File: config.mk
export PLATFORM = sky130hd
export DESIGN_NAME = alu_sequencer
export DESIGN_NICKNAME = d
export VERILOG_FILES = /design/src/rtl/alu_sequencer.sv
export SDC_FILE = /design/constraint.sdc
export NUM_CORES = 1
export LEC_CHECK = 0
export ABC_AREA = 1
export CAP_MARGIN = 30
export CORE_MARGIN = 3
export CORE_UTILIZATION = 28
export CTS_BUF_LIST = sky130_fd_sc_hd__clkbuf_8
export CTS_CLUSTER_DIAMETER = 200
export DETAILED_ROUTE_END_ITERATION = 7
export GPL_ROUTABILITY_DRIVEN = 0
export GPL_TIMING_DRIVEN = 0
export HOLD_SLACK_MARGIN = 0.06
export PLACE_DENSITY = 0.6
export SLEW_MARGIN = 10
export SYNTH_ARGS = -nofsm -noshare
export SYNTH_HDL_FRONTEND = slang
export SYNTH_SLANG_ARGS = --single-unit
File: constraint.sdc
create_clock -name clk -period 2.9 [get_ports clk]
set_clock_uncertainty 0.15 [all_clocks]
set_input_delay 0.29 -clock clk [delete_from_list [all_inputs] [get_ports clk]]
set_output_delay 0.29 -clock clk [all_outputs]
set_load 0.005 [all_outputs]
File: src/rtl/alu_sequencer.sv
// alu_sequencer: multi-cycle execute controller for a shared 32-bit ALU; define ALU_SEQ_WIDE_EN to enable two-pass 64-bit ops
module alu_sequencer (
    input  logic        clk,
    input  logic        rst_n,
    input  logic        in_valid,
    output logic        in_ready,
    input  logic [3:0]  in_op,
    input  logic [63:0] in_a,
    input  logic [63:0] in_b,
    input  logic        in_wide,
    input  logic        in_s,
    output logic [3:0]  alu_op,
    output logic [31:0] alu_a,
    output logic [31:0] alu_b,
    output logic        alu_cin,
    input  logic [31:0] alu_out,
    input  logic [3:0]  alu_flags,
    output logic        res_valid,
    input  logic        res_ready,
    output logic [63:0] res_data,
    output logic [3:0]  res_flags,
    output logic [3:0]  flags
);
`ifdef ALU_SEQ_WIDE_EN
    typedef enum logic [1:0] {IDLE, EXEC_LO, EXEC_HI, DONE} state_t;
    localparam int W = 64;
    logic wide_q, lo_c;
`else
    typedef enum logic [1:0] {IDLE, EXEC_LO, DONE} state_t;
    localparam int W = 32;
    logic unused;
    assign unused = ^{in_wide, in_a[63:32], in_b[63:32]};
`endif
    state_t state, state_d;
    logic [3:0]   op_q;
    logic [W-1:0] a_q, b_q;
    logic         s_q, fin;
    logic [3:0]   fin_flags;

    assign in_ready  = state == IDLE;
    assign res_valid = state == DONE;
`ifdef ALU_SEQ_WIDE_EN
    assign fin       = (state == EXEC_LO && !wide_q) || state == EXEC_HI;
    assign fin_flags = state == EXEC_HI ? {{alu_out, res_data[31:0]} == 64'd0, alu_flags[2:0]} : alu_flags;
`else
    assign fin       = state == EXEC_LO;
    assign fin_flags = alu_flags;
`endif

    // state register
    always_ff @(posedge clk or negedge rst_n)
        if (!rst_n) state <= IDLE;
        else        state <= state_d;

    // next state and state-decoded ALU drive; the ALU is parked on op 13 with zero operands when not executing
    always_comb begin
        state_d = state;
        alu_op  = 4'd13;
        alu_a   = '0;
        alu_b   = '0;
        alu_cin = 1'b0;
        case (state)
            IDLE: state_d = in_valid ? EXEC_LO : IDLE;
            EXEC_LO: begin
                alu_op  = op_q;
                alu_a   = a_q[31:0];
                alu_b   = b_q[31:0];
                alu_cin = (op_q == 4'd1 || op_q == 4'd3) && flags[1];
`ifdef ALU_SEQ_WIDE_EN
                state_d = wide_q ? EXEC_HI : DONE;
`else
                state_d = DONE;
`endif
            end
`ifdef ALU_SEQ_WIDE_EN
            EXEC_HI: begin
                alu_op  = op_q == 4'd0 ? 4'd1 : op_q == 4'd2 ? 4'd3 : op_q;
                alu_a   = a_q[63:32];
                alu_b   = b_q[63:32];
                alu_cin = op_q <= 4'd2 && lo_c;
                state_d = DONE;
            end
`endif
            DONE:    state_d = res_ready ? IDLE : DONE;
            default: state_d = IDLE;
        endcase
    end

    // request capture, result assembly and architectural flag write on the final execute pass
    always_ff @(posedge clk or negedge rst_n)
        if (!rst_n) begin
            op_q      <= '0;
            a_q       <= '0;
            b_q       <= '0;
            s_q       <= 1'b0;
            res_data  <= '0;
            res_flags <= '0;
            flags     <= '0;
`ifdef ALU_SEQ_WIDE_EN
            wide_q    <= 1'b0;
            lo_c      <= 1'b0;
`endif
        end else begin
            if (in_valid && in_ready) begin
                op_q   <= in_op;
                a_q    <= in_a[W-1:0];
                b_q    <= in_b[W-1:0];
                s_q    <= in_s;
`ifdef ALU_SEQ_WIDE_EN
                wide_q <= in_wide && in_op <= 4'd9 && in_op != 4'd3;
`endif
            end
            if (state == EXEC_LO) res_data <= {32'd0, alu_out};
`ifdef ALU_SEQ_WIDE_EN
            if (state == EXEC_LO) lo_c <= alu_flags[1];
            if (state == EXEC_HI) res_data[63:32] <= alu_out;
`endif
            if (fin) res_flags <= fin_flags;
            if (fin && s_q) flags <= fin_flags;
        end
endmodule

==> summary.txt <==
Status
  • Status: finished clean

Critical path
  • Critical-path top delay cell: clkdlybuf4s50_1
  • CP Launch Type: flip-flop
  • CP startpoint: state[1]$_DFF_PN0_
  • R2r setup slk: 1.21 ns
  • Crit Path Max Fanout: 10
  • FF-to-FF End: a_q[25]$_DFFE_PN0P_
  • Critical path arrival: 2.16 ns
  • Critical Path Sink: alu_op[1]
  • Critical path required time: 2.46 ns
  • CP Class: reg -> out
  • Nature of the critical path endpoint: output port
  • RR Startpoint: state[0]$_DFF_PN0_
  • Max incr delay on CP: ~0.53 ns
  • Worst-path cell chain: inv_2, nand2_1, buf_4, buf_2, nor2_1, clkdlybuf4s50_1
  • FF-to-FF path depth: 6

Floorplanning
  • Core Area: ~18000 µm²
  • Die ar.: approximately 20000 µm²
  • Initial core utilization: 0.2902
  • Ports: 317
  • Row count: 48
  • DIE WIDTH: about 140 µm
  • Die Ht: 141.0 µm

CTS
  • CTS clock-pin slew for the worst setup and hold paths: 0.11 ns
  • Sink Count: 111
  • CTS tree: yes
  • Max Buffers Root-to-Sink: 2
  • CTS Buf Count: 9
  • Clk Latency, worst-skew pair: 0.38 ns
  • H-tree lvl count: 3
  • CTS root buf: clkbuf_8

Global route
  • Vias in the first global route: ~4700
  • Largest net degree at the start of global routing: 73
  • All-layer global routing usage: 0.1565
  • Initial antenna violation count: 0
  • First-pass GRT wire length: 24.67 mm
  • Gr ovfl total: 0

Synthesis
  • Synth Instances: about 660
  • Area share of xor/xnor cells in the synthesized design: 0
  • Warnings, synthesis: 0
  • Sequential share of the synthesized area: 0.5440
  • Largest family of logic cells by synthesized area: simple AND/OR/NAND/NOR gates
  • Synth Area in Compound Gates: 0.0009802
  • Netlist cell types: 14
  • Syn_area_per_cell: 7.772 µm²
  • Adder-cell area share of the yosys netlist: 0
  • Synth area leader: dfrtp_1
  • Post-synthesis simple-gate area fraction: 0.3176
  • Post-synthesis instance area: 5106 µm²
  • Mux cell area share after synthesis: 0
  • Synth Register Bits: 111
  • Top post-synthesis cells by area: dfrtp_1 (54%), nand2_1 (19%), nand3_1 (7.0%)
  • Yosys top cell area share: 0.5440

Layout
  • Share of cells above drive strength 1: 0.09199
  • Most frequent cells in the layout: nand2_1 (259), clkdlybuf4s50_1 (217), dfrtp_1 (111)
  • Ant diodes: 0
  • Commonest non-fill, non-tap cell in the layout: nand2_1
  • Nets: 1093
  • Layout area overhead: 55.62%

Power and ir drop
  • VDD IR max: around 0.00043 V
  • Net switching power: roughly 2500 µW
  • Tot Pwr: 6917 µW
  • Power Density: 870.4 nW/µm²
  • Leakage: 0.004057 µW
  • Flop pwr share: 0.388
  • Sw Share: 0.3668
  • Comb pwr share: 0.461
  • Clock Power Share: 0.151
  • Internal power: around 4400 µW

Placement
  • PortBufs: around 220
  • Final HPWL DP: between 10 and 15 mm

Routing
  • Final ANT Viol Nets: 0
  • Vias per cell: 4.134
  • Pre-antenna DRT Iters: 4
  • Wire length per cell: 13.59 µm
  • Via count: 4750
  • Routed wire length: approximately 16 mm
  • Initial drt markers: 235
  • DR DRC count: 0

Timing
  • Maximum achievable frequency: 384.8 MHz
  • Hold Slack: 0.2122 ns
  • Slew @ Worst Pin: around 0.52 ns
  • Unrepaired setup endpoints after global routing: false
  • Final period util: 0.8961
  • Fin. Hold Viols: 0
  • Final setup violation count: 0
  • Max-slew violations: 0
  • Slew HR: 0.6511
  • Min cycle time layout: 2.599 ns

Job
  • Max-cap viol count: 0

Hold path
  • Worst hold path class: in -> async
[area by class of cell]
cell class / count / area, µm²
sequential: 111 / 2778
clock inverter: 7 / 97.59
inverter: 71 / 266.5
timing repair buffer: 220 / 2221
buffer: 70 / 431.7
tap: 225 / 281.5
multi-input combinational: 436 / 1747
clock buffer: 9 / 123.9
fill: 1808 / 9651
[per-stage QoR]
step | instances | instance area, µm² | setup slack [ns] | setup TNS, ns | util
global route | 1149 | 7946 | 0.1238 | 0 | 0.4516
global placement | 1131 | 7686 | -3.244 | -359.43 | 0.4368
detailed placement | 1132 | 7715 | 0.6855 | 0 | 0.4384
floorplan | 688 | 5223 | 1.442 | 0 | -
CTS | 1149 | 7946 | 0.2338 | 0 | 0.4516
finish | 1149 | 7946 | 0.3012 | 0 | 0.4516
[timing repair]
action,4_1_cts,5_1_grt
setup endpoints to repair,0,0
hold endpoints to repair,39,0
hold buffers,1,0
setup buffers,0,0
resized for setup,0,0
[worst max-delay path, delay by kind of cell (launching register included)]
kind	cells	cell delay, ns
buffers and inverters	4	1.06
and+or+nand+nor	2	0.26
DFF	1	0.45
[synthesized netlist by cell type]
cell type,n
nand2_1,259
dfrtp_1,111
nand3_1,71
inv_1,68
nor2_1,67
buf_4,36
buf_2,27
clkbuf_1,7
nand4_1,4
inv_2,3
conb_1,1
nor2_4,1
o21ai_1,1
or2_1,1
[worst min-delay path by stage]
stage | from | to | cells past startpoint
6_report | rst_n | b_q[26]$_DFFE_PN0P_ | 2
3_3_place_gp | op_q[2]$_DFFE_PN0P_ | op_q[2]$_DFFE_PN0P_ | 2
3_5_place_dp | rst_n | b_q[26]$_DFFE_PN0P_ | 1
2_1_floorplan | rst_n | a_q[0]$_DFFE_PN0P_ | 0
5_1_grt | rst_n | b_q[26]$_DFFE_PN0P_ | 2
4_1_cts | rst_n | b_q[26]$_DFFE_PN0P_ | 2
[power groups by stage]
stage | registers, µW | clock network, µW | logic (µW)
4_1_cts | 2680 | 1090 | 3260
3_5_place_dp | 2700 | 0 | 3250
2_1_floorplan | 2670 | 0 | 1540
3_3_place_gp | 2690 | 0 | 3220
5_1_grt | 2780 | 1140 | 3620
6_report | 2680 | 1050 | 3190
[kinds of logic (layout without fill, tap and decap cells)]
group                  Yosys count  in the layout
buffers and inverters          141            377
DFF                            111            111
and+or+nand+nor                403            403
other                            1             32
AOI/OAI and AO/OA                1              1
[sequential cells by signal, summed over array words and instances, names as in the netlist]
| name | count |
|---|---|
| res_flags | 4 |
| b_q | 32 |
| a_q | 32 |
| s_q | 1 |
| flags | 4 |
| op_q | 4 |
| state | 2 |
| res_data | 32 |
[routing by layer]
metal  part of all wire  wire length (µm)  GRT usage
met1               0.43              6720     0.2009
met2               0.49              7592     0.2568
met3              0.069              1079    0.04817
met4              0.014               221    0.04233
met5                  0                 0          0
(Power assumes the default switching activity.)
